File: src/rtl/pipeline_monitor_if.sv
// Debug monitor bus: handshake probes, capture probe bus, control and readout window.
// master drives stimulus and samples readout; slave is the monitor itself.
interface pipeline_monitor_if #(
    parameter int unsigned NUM_CH = 4,
    parameter int unsigned ADDR_W = 14,
    parameter int unsigned DATA_W = 12,
    parameter int unsigned SEL_W  = 6
);
    logic              clr_i;
    logic [NUM_CH-1:0] vld_i;
    logic [NUM_CH-1:0] rdy_i;
    logic              arm_i;
    logic [ADDR_W-1:0] trig_addr_i;
    logic              probe_vld_i;
    logic [ADDR_W-1:0] probe_addr_i;
    logic [DATA_W-1:0] probe_data_i;
    logic [SEL_W-1:0]  rd_sel_i;
    logic [31:0]       debug_o;
    logic [1:0]        cap_state_o;
    logic              cap_done_o;

    modport master (
        output clr_i, vld_i, rdy_i, arm_i, trig_addr_i,
        output probe_vld_i, probe_addr_i, probe_data_i, rd_sel_i,
        input  debug_o, cap_state_o, cap_done_o
    );

    modport slave (
        input  clr_i, vld_i, rdy_i, arm_i, trig_addr_i,
        input  probe_vld_i, probe_addr_i, probe_data_i, rd_sel_i,
        output debug_o, cap_state_o, cap_done_o
    );
endinterface

File: src/rtl/pipeline_monitor.sv
// On-chip debug monitor: sticky handshake flags, saturating vld edge counters,
// arm-and-trigger capture buffer, all read through one registered 32-bit window.
module pipeline_monitor #(
    parameter int unsigned NUM_CH = 4,
    parameter int unsigned CNT_W  = 16,
    parameter int unsigned ADDR_W = 14,
    parameter int unsigned DATA_W = 12,
    parameter int unsigned DEPTH  = 8,
    parameter logic [31:0] MON_ID = 32'h6A7E_0001,
    parameter int unsigned SEL_W  = 6
) (
    input  logic               clk,
    input  logic               rst_n,
    pipeline_monitor_if.slave  bus
);
    localparam int unsigned PTR_W    = $clog2(DEPTH + 1);
    localparam int unsigned BUF_BASE = 3 + NUM_CH;
    localparam logic [CNT_W-1:0] CNT_MAX = '1;

    typedef enum logic [1:0] {
        ST_IDLE  = 2'd0,
        ST_ARMED = 2'd1,
        ST_CAPT  = 2'd2,
        ST_DONE  = 2'd3
    } cap_state_e;

    logic [NUM_CH-1:0] vld_flag_q, vld_flag_d;
    logic [NUM_CH-1:0] rdy_flag_q, rdy_flag_d;
    logic [NUM_CH-1:0] vld_hist_q, vld_hist_d;
    logic [CNT_W-1:0]  cnt_q [NUM_CH];
    logic [CNT_W-1:0]  cnt_d [NUM_CH];
    logic [DATA_W-1:0] buf_q [DEPTH];
    logic [DATA_W-1:0] buf_d [DEPTH];
    logic [PTR_W-1:0]  wptr_q, wptr_d;
    cap_state_e        state_q, state_d;
    logic              done_q, done_d;
    logic [31:0]       debug_q, debug_d;

    // Handshake flags and rising-edge counters
    always_comb begin
        vld_flag_d = vld_flag_q | bus.vld_i;
        rdy_flag_d = rdy_flag_q | bus.rdy_i;
        vld_hist_d = bus.vld_i;
        for (int unsigned c = 0; c < NUM_CH; c++) begin
            cnt_d[c] = cnt_q[c];
            if (bus.vld_i[c] && !vld_hist_q[c] && (cnt_q[c] != CNT_MAX)) begin
                cnt_d[c] = cnt_q[c] + CNT_W'(1);
            end
        end
        if (bus.clr_i) begin
            vld_flag_d = '0;
            rdy_flag_d = '0;
            vld_hist_d = '0;
            for (int unsigned c = 0; c < NUM_CH; c++) begin
                cnt_d[c] = '0;
            end
        end
    end

    // Capture FSM next state and buffer writes
    always_comb begin
        state_d = state_q;
        wptr_d  = wptr_q;
        buf_d   = buf_q;
        unique case (state_q)
            ST_IDLE: begin
                if (bus.arm_i) state_d = ST_ARMED;
            end
            ST_ARMED: begin
                if (bus.probe_vld_i && (bus.probe_addr_i == bus.trig_addr_i)) begin
                    buf_d[0] = bus.probe_data_i;
                    wptr_d   = PTR_W'(1);
                    state_d  = (DEPTH == 1) ? ST_DONE : ST_CAPT;
                end
            end
            ST_CAPT: begin
                if (bus.probe_vld_i) begin
                    for (int unsigned k = 0; k < DEPTH; k++) begin
                        if (wptr_q == PTR_W'(k)) buf_d[k] = bus.probe_data_i;
                    end
                    wptr_d = wptr_q + PTR_W'(1);
                    if (wptr_q == PTR_W'(DEPTH - 1)) state_d = ST_DONE;
                end
            end
            ST_DONE: begin
                state_d = ST_DONE;
            end
            default: state_d = ST_IDLE;
        endcase
        if (bus.clr_i) begin
            state_d = ST_IDLE;
            wptr_d  = '0;
            for (int unsigned k = 0; k < DEPTH; k++) begin
                buf_d[k] = '0;
            end
        end
        done_d = (state_d == ST_DONE);
    end

    // Readout mux over pre-update state
    always_comb begin
        debug_d = 32'hDEAD_BEEF;
        if (bus.rd_sel_i == SEL_W'(0)) debug_d = MON_ID;
        if (bus.rd_sel_i == SEL_W'(1)) debug_d = 32'({rdy_flag_q, vld_flag_q});
        if (bus.rd_sel_i == SEL_W'(2)) debug_d = {state_q, 14'd0, 16'(wptr_q)};
        for (int unsigned c = 0; c < NUM_CH; c++) begin
            if (bus.rd_sel_i == SEL_W'(3 + c)) debug_d = 32'(cnt_q[c]);
        end
        for (int unsigned k = 0; k < DEPTH; k++) begin
            if (bus.rd_sel_i == SEL_W'(BUF_BASE + k)) debug_d = 32'(buf_q[k]);
        end
        if (bus.clr_i) debug_d = '0;
    end

    always_ff @(posedge clk or negedge rst_n) begin
        if (!rst_n) begin
            vld_flag_q <= '0;
            rdy_flag_q <= '0;
            vld_hist_q <= '0;
            for (int unsigned c = 0; c < NUM_CH; c++) cnt_q[c] <= '0;
            for (int unsigned k = 0; k < DEPTH; k++) buf_q[k] <= '0;
            wptr_q     <= '0;
            state_q    <= ST_IDLE;
            done_q     <= 1'b0;
            debug_q    <= '0;
        end else begin
            vld_flag_q <= vld_flag_d;
            rdy_flag_q <= rdy_flag_d;
            vld_hist_q <= vld_hist_d;
            for (int unsigned c = 0; c < NUM_CH; c++) cnt_q[c] <= cnt_d[c];
            for (int unsigned k = 0; k < DEPTH; k++) buf_q[k] <= buf_d[k];
            wptr_q     <= wptr_d;
            state_q    <= state_d;
            done_q     <= done_d;
            debug_q    <= debug_d;
        end
    end

    assign bus.debug_o     = debug_q;
    assign bus.cap_state_o = state_q;
    assign bus.cap_done_o  = done_q;

endmodule
File: src/flat_wrapper.sv
// flat-port wrapper written by rule: the top's interface ports become plain ports
module pipeline_monitor_flat 
#(
    parameter int unsigned NUM_CH = 4,
    parameter int unsigned CNT_W  = 16,
    parameter int unsigned ADDR_W = 14,
    parameter int unsigned DATA_W = 12,
    parameter int unsigned DEPTH  = 8,
    parameter logic [31:0] MON_ID = 32'h6A7E_0001,
    parameter int unsigned SEL_W  = 6
)
  (clk, rst_n, bus_clr_i, bus_vld_i, bus_rdy_i, bus_arm_i, bus_trig_addr_i, bus_probe_vld_i, bus_probe_addr_i, bus_probe_data_i, bus_rd_sel_i, bus_debug_o, bus_cap_state_o, bus_cap_done_o);
  pipeline_monitor_if #(.NUM_CH(NUM_CH), .ADDR_W(ADDR_W), .DATA_W(DATA_W), .SEL_W(SEL_W)) bus_i ();
  input  logic clk;
  input  logic rst_n;
  input wire logic [$bits(bus_i.clr_i)-1:0] bus_clr_i;
  input wire logic [$bits(bus_i.vld_i)-1:0] bus_vld_i;
  input wire logic [$bits(bus_i.rdy_i)-1:0] bus_rdy_i;
  input wire logic [$bits(bus_i.arm_i)-1:0] bus_arm_i;
  input wire logic [$bits(bus_i.trig_addr_i)-1:0] bus_trig_addr_i;
  input wire logic [$bits(bus_i.probe_vld_i)-1:0] bus_probe_vld_i;
  input wire logic [$bits(bus_i.probe_addr_i)-1:0] bus_probe_addr_i;
  input wire logic [$bits(bus_i.probe_data_i)-1:0] bus_probe_data_i;
  input wire logic [$bits(bus_i.rd_sel_i)-1:0] bus_rd_sel_i;
  output wire logic [$bits(bus_i.debug_o)-1:0] bus_debug_o;
  output wire logic [$bits(bus_i.cap_state_o)-1:0] bus_cap_state_o;
  output wire logic [$bits(bus_i.cap_done_o)-1:0] bus_cap_done_o;
  assign bus_i.clr_i = bus_clr_i;
  assign bus_i.vld_i = bus_vld_i;
  assign bus_i.rdy_i = bus_rdy_i;
  assign bus_i.arm_i = bus_arm_i;
  assign bus_i.trig_addr_i = bus_trig_addr_i;
  assign bus_i.probe_vld_i = bus_probe_vld_i;
  assign bus_i.probe_addr_i = bus_probe_addr_i;
  assign bus_i.probe_data_i = bus_probe_data_i;
  assign bus_i.rd_sel_i = bus_rd_sel_i;
  assign bus_debug_o = bus_i.debug_o;
  assign bus_cap_state_o = bus_i.cap_state_o;
  assign bus_cap_done_o = bus_i.cap_done_o;
  pipeline_monitor #(.NUM_CH(NUM_CH), .CNT_W(CNT_W), .ADDR_W(ADDR_W), .DATA_W(DATA_W), .DEPTH(DEPTH), .MON_ID(MON_ID), .SEL_W(SEL_W)) u_core (.clk(clk), .rst_n(rst_n), .bus(bus_i));
endmodule
File: config.mk
export PLATFORM = sky130hd
export DESIGN_NAME = pipeline_monitor_flat
export DESIGN_NICKNAME = d
export VERILOG_FILES = /design/src/rtl/pipeline_monitor_if.sv /design/src/rtl/pipeline_monitor.sv /design/src/flat_wrapper.sv
export SDC_FILE = /design/constraint.sdc
export NUM_CORES = 1
export LEC_CHECK = 0
export CORE_MARGIN = 10
export CORE_UTILIZATION = 53
export DETAILED_ROUTE_END_ITERATION = 7
export PLACE_DENSITY = 0.77
export SLEW_MARGIN = 20
export SYNTH_ARGS = -nofsm -noshare
export SYNTH_HDL_FRONTEND = slang
export SYNTH_SLANG_ARGS = --single-unit
File: constraint.sdc
create_clock -name clk -period 1.7 [get_ports clk]
set_clock_uncertainty 0.1 [all_clocks]
set_input_delay 0.34 -clock clk [delete_from_list [all_inputs] [get_ports clk]]
set_output_delay 0.34 -clock clk [all_outputs]
set_load 0.02 [all_outputs]
After elaboration in Yosys (flattened, before gate mapping)
Index checks and enable logic that the tools add are counted.
Cells by class
  add/sub/neg operators: 5
  multipliers: 0
  divide/modulo/power cells: 0
  magnitude comparators: 0
  eq/ne operators: 33
  shifts and indexed selects: 0
  mux-type cells: 47
  bitwise logic cells: 2
  reductions and logical operators: 39
Operators by type and width (count)
  $mux W32: 16
  $mux W96: 2
  $mux W12: 9
  $mux W84: 1
  $add A16 B1 Y16 const B: 4
  $mux W16: 4
  $mux W64: 1
  $ne A16 B16 Y1 const B: 4
  $eq A6 B4 Y1 const B: 7
  $reduce_bool A2 Y1: 13
  $eq A6 B3 Y1 const B: 4
  $mux W4: 6
  $pmux W12 S2: 1
  $reduce_and A3 Y1: 8
  $eq A4 B3 Y1 const B: 4
  $eq A14 B14 Y1: 1
  $eq A6 B2 Y1 const B: 2
  $mux W2: 5
  $logic_and A1 B1 Y1: 9
  $eq A4 B2 Y1 const B: 2
  $or A4 B4 Y4: 2
  $pmux W2 S4: 1
  $pmux W4 S2: 1
  $eq A2 B2 Y1 const B: 3
  12 further kinds: 16
Storage, ports and cells
  bits in registers: 211
  bits in latches: 0
  RAM bits: 0
  memory bits (read-only): 0
  output and inout port bits: 35
  memories: 0

Depth between registers and ports, before layout
  depth after elaboration: 17
  mapped depth: 8

Worst setup path before layout
OpenSTA, ideal clock, no wires.
  path kind: register to register
  start: reg u_core.state_q[0], in the netlist u_core.bus.cap_state_o[0]
  end: reg u_core.buf_q[25] (netlist bit)
  setup time: 132 ps
  arrival time: 1660 ps
  data required time: 1468 ps
  setup slack: -192 ps
  stages on the path, launching flop included: 9
  path buffers: 3
  period minus slack after synthesis: 1892 ps
  path through: dfrtp_1 and3b_1 buf_2 and3b_1 and2_1 buf_2 buf_4 mux2i_1 nor2_1
On the way
  word-level cells in the longest chain between the ends: 3
Ends and longest elaborated chain
  start, declared: RTL line pipeline_monitor.sv:35  | cap_state_e state_q, state_d;
  start signal, assigned: RTL line pipeline_monitor.sv:133  | state_q <= state_d;
  $eq A2 B2 Y1: RTL line pipeline_monitor.sv:65  | unique case (state_q)
  $reduce_bool A2 Y1 (no source line)
  $reduce_and A3 Y1 (no source line)
  end, declared: RTL line pipeline_monitor.sv:32  | logic [DATA_W-1:0] buf_q [DEPTH];
Every way passes these cells.
A chain may end at the register's enable or synchronous reset.

Worst setup path in the final report
  start: reg u_core.state_q[1], in the netlist u_core.bus.cap_state_o[1]
  end: reg u_core.buf_q[86] (netlist bit)
On the way
  word-level cells in the longest chain between the ends: 3
Ends and longest elaborated chain (RTL line)
  $eq A2 B2 Y1 / $eq A2 B1 Y1 (equally long branches): pipeline_monitor.sv:65
  $ne A3 B2 Y1 (no source line), or another cell as far along
  $reduce_and A4 Y1 (no source line) / $mux W96 (equally long branches)
Several ways; a longest one is shown, not always the timed one.

==> flow_metrics.tcl <==
set metrics [dict create \
    final.fill_count 1176 \
    status "finished with violations" \
    max_cap_violations 0 \
    synth_sequential_area_ratio_pct 45.1 \
    drt_pass1_iterations 8 \
    clkTransAtPathRegs_ps 80 \
    antenna_found_initial 1 \
    path_common_cell "buf_6" \
    boundaryPins 94 \
    busiest_layer "met2" \
    detail-route-antenna-nets 0 \
    route.detailed.vias_per_inst 6.40 \
    cp_max_fo 6 \
    grt_pass1_vias 11000 \
    violated_checks "negative setup slack" \
    die-width_microns 165 \
    crit_type "reg2reg" \
    timing.critical_path.from_type "flop" \
    placedInstanceArea_sq_um 13800 \
    netlist.area_leader.share_pct 45.1 \
    vdd.ir_drop.worst_mv 0.625 \
    end_kind "flop" \
    power.sequential.fraction_pct 46.6 \
    syn2layout_area_growth_pct 47.0 \
    maxSlewViolCount 0 \
    setup_viol 133 \
    synth_fp_nets 1234 \
    port_bufs 92 \
    final.min_clock_period_ps 1980 \
    layout.nets 1517 \
    cts_sinks 200 \
    synth_cells 1167 \
    grt.met2_usage_pct 48.2 \
    clkPwrFrac_pct 39.9 \
    synth_cell_type_count 81 \
    comb_power_share_pct 13.4 \
    flop_and_latch_count_out_of_synthesis 200 \
    ctsHtreeMaxLevel 4 \
    drt_iter0_markers 1354 \
    switching_power_w 0.00302 \
    synthArstFlopShare_pct 100 \
    synth-edff-count 0 \
    clk_root_buffer_cell "clkbuf_16" \
    floorplan.die_area_sq_um 27100 \
    place.gp.congestion 0.933 \
    globalRouteMet3Util_pct 6.22 \
    post_route_cells_drive_above_1_share_pct 38.0 \
    totalWireLength_microns 42400 \
    preCtsSetupSlack_ps -812 \
    fin_area_sq_um 16300 \
    remaining_drc_errors 0 \
    endpoint_required_time_on_the_critical_path_ps 1960 \
    ys.warnings.count 0 \
    internal-power_w 0.00742 \
    rows 52 \
    number_of_buffers_added_by_the_clock_tree_synthesis_step 17 \
    holdWs_ps 224 \
    power.density_nw_per_um2 640 \
    slew_headroom_pct 61.1 \
    dp.final_hpwl_microns 25600 \
    syn_avg_cell_area_sq_um 9.51 \
    arrival_ps 2240 \
    wire_length_of_the_first_global_routing_pass_microns 62600 \
    num_vias 11100 \
    cts_buffer_depth 2 \
    finalWorstSetupSlack_ps -275 \
    timing_worst_slew_pin_value_ps 583 \
    chipHeight_microns 165 \
    power_leakage_nw 6.80 \
    cpMaxStageDelayCell "dfrtp_2" \
    sequence_of_cells_on_the_critical_path "and3b_2, buf_6, nor3b_4, buf_12, buf_6, a21boi_4, clkbuf_16, mux2i_1" \
    leading_cell_types_by_total_area_after_synthesis "dfrtp_1, mux2i_1, nor2_1" \
    most_used_standard_cell_by_instance_count_after_synthesis "dfrtp_1" \
    gr-total-overflow 0 \
    grt_setup_unrepaired "yes" \
    use_met1_pct 36.6 \
    clock_tree_from_tritoncts "done" \
    wl_per_cell_microns 24.5 \
    share_of_the_clock_period_used_by_the_worst_path_after_layout_pct 116 \
    syn_area_sq_um 11100 \
    power.switching_fraction_pct 28.9 \
    clk-insertion-delay-late_ps 460 \
    grt_usage_pct 29.6 \
    initial_utilization_pct 54.3 \
    max_stage_delay_ps 420 \
    synth.largest_area_cell "dfrtp_1" \
    grt_start_max_net_pins 54 \
    report.final.hold_viol_count 0 \
    synth_flop_cell "dfrtp_1" \
    core_area_sq_um 20400 \
    timing.hold.worst.class "in2reg" \
    top_cells_by_instance_count_after_synthesis "dfrtp_1, nor2_1, nand2_1, a21oi_1, mux2i_1" \
    max_freq_ghz 0.506 \
    multiInputGateArea_sq_um 6880 \
    ff_latch_area_sq_um 5010 \
]
[power groups by stage]
stage	clock, W	combinational [W]	sequential (W)
after CTS	0.00415	0.00131	0.00486
after floorplan	0	0.000514	0.00500
after global routing	0.00436	0.00148	0.00487
final	0.00417	0.00140	0.00487
after global placement	0	0.00127	0.00496
after detailed placement	0	0.00128	0.00496
[layout by cell type (no fill, tap or decap), types with 6 or more instances in the layout]
cell type	instances
nor4_4	6
clkdlybuf4s50_1	44
buf_6	31
a21oi_2	40
xor2_1	22
nor2b_1	13
buf_16	8
nor2_1	144
nand4_1	12
a31oi_1	6
nand3_1	36
a22oi_1	7
dfrtp_2	6
mux2i_1	74
o211ai_1	7
nand3_2	21
or3_1	8
o22ai_1	17
o21ai_0	22
nand2_2	9
nor3_2	6
dlymetal6s2s_1	6
nand2_1	47
mux2_2	14
buf_12	22
nand3_4	11
dlygate4sd2_1	32
nand2_4	26
dfrtp_1	194
nor4_2	9
xnor2_1	38
a21oi_1	42
nand2b_1	33
nor3_1	20
clkbuf_16	18
buf_4	201
[flip-flops by register name (all words and copies together), names as in the netlist]
signal / count
u_core.buf_q: 96
u_core.bus.cap_state_o: 2
u_core.cnt_q: 64
u_core.vld_hist_q: 4
u_core.rdy_flag_q: 4
u_core.bus.cap_done_o: 1
u_core.wptr_q: 4
u_core.bus.debug_o: 21
u_core.vld_flag_q: 4
[cells by family after synthesis]
| family | after synthesis | synth area share, % |
|---|---|---|
| xor+xnor | 65 | 5.13 |
| mux | 93 | 8.79 |
| simple gates | 475 | 22.1 |
| flops | 200 | 45.1 |
| buf+inv | 100 | 4.75 |
| other cells | 1 | 0.0338 |
| compound gates | 225 | 13.2 |
| fa+ha+maj | 8 | 0.902 |
[metrics by stage]
step	setup TNS [ps]	total power, W	util, %	instances
after CTS	-10340	0.0103	76.1	1718
after global routing	-24700	0.0107	79.8	1734
after global placement	-81750	0.00622	67.4	1644
after floorplan	-5710	0.00552	-	1167
final	-17730	0.0104	79.8	1734
after detailed placement	-88370	0.00624	67.4	1644
[layer usage]
metal | up-vias | part of all wire [%] | wire [microns]
met3 | 199 | 8.6 | 3630
met5 | - | 0 | 0
met2 | 732 | 49 | 20600
met1 | 5450 | 37 | 15800
li1 | 4720 | - | -
met4 | 0 | 5.6 | 2360
[worst paths after layout]
path / start / endpoint / slack [ps] / cells past startpoint
max in group asynchronous: rst_n / u_core.cnt_q[7]$_DFFE_PN0P_ / 650 / 3
worst max register to register: u_core.bus.cap_state_o[1]$_DFF_PN0_ / u_core.buf_q[86]$_DFFE_PN0P_ / -280 / 8
worst max-delay path: u_core.bus.cap_state_o[1]$_DFF_PN0_ / u_core.buf_q[86]$_DFFE_PN0P_ / -280 / 8
worst min-delay path: bus_clr_i / u_core.buf_q[19]$_DFFE_PN0P_ / 220 / 2
min in group asynchronous: rst_n / u_core.cnt_q[6]$_DFFE_PN0P_ / 270 / 2
worst min register to register: u_core.vld_flag_q[0]$_DFF_PN0_ / u_core.vld_flag_q[0]$_DFF_PN0_ / 400 / 2
[critical path: cells and delay by family (launching register included)]
family	cells	cell delay [ps]
buf+inv	4	570
compound gates	1	220
flops	1	420
simple gates	2	360
mux	1	210
[layout make-up]
type / instances / area share (%)
Tap cell: 270 / 2.07
Antenna cell: 1 / 0.0153
Clock buffer: 18 / 2.69
Sequential cell: 200 / 30.7
Multi-Input combinational cell: 868 / 42.2
Timing Repair Buffer: 357 / 21.2
Clock inverter: 14 / 0.959
Inverter: 6 / 0.138
[repair_timing]
item	CTS	global route
hold buffers	1	0
pin swaps	74	90
setup endpoints to repair	192	171
cloned	11	2
buffers inserted	31	19
resized for setup	232	154
hold endpoints to repair	25	0
No activity file was read; power rests on OpenSTA's default activity.
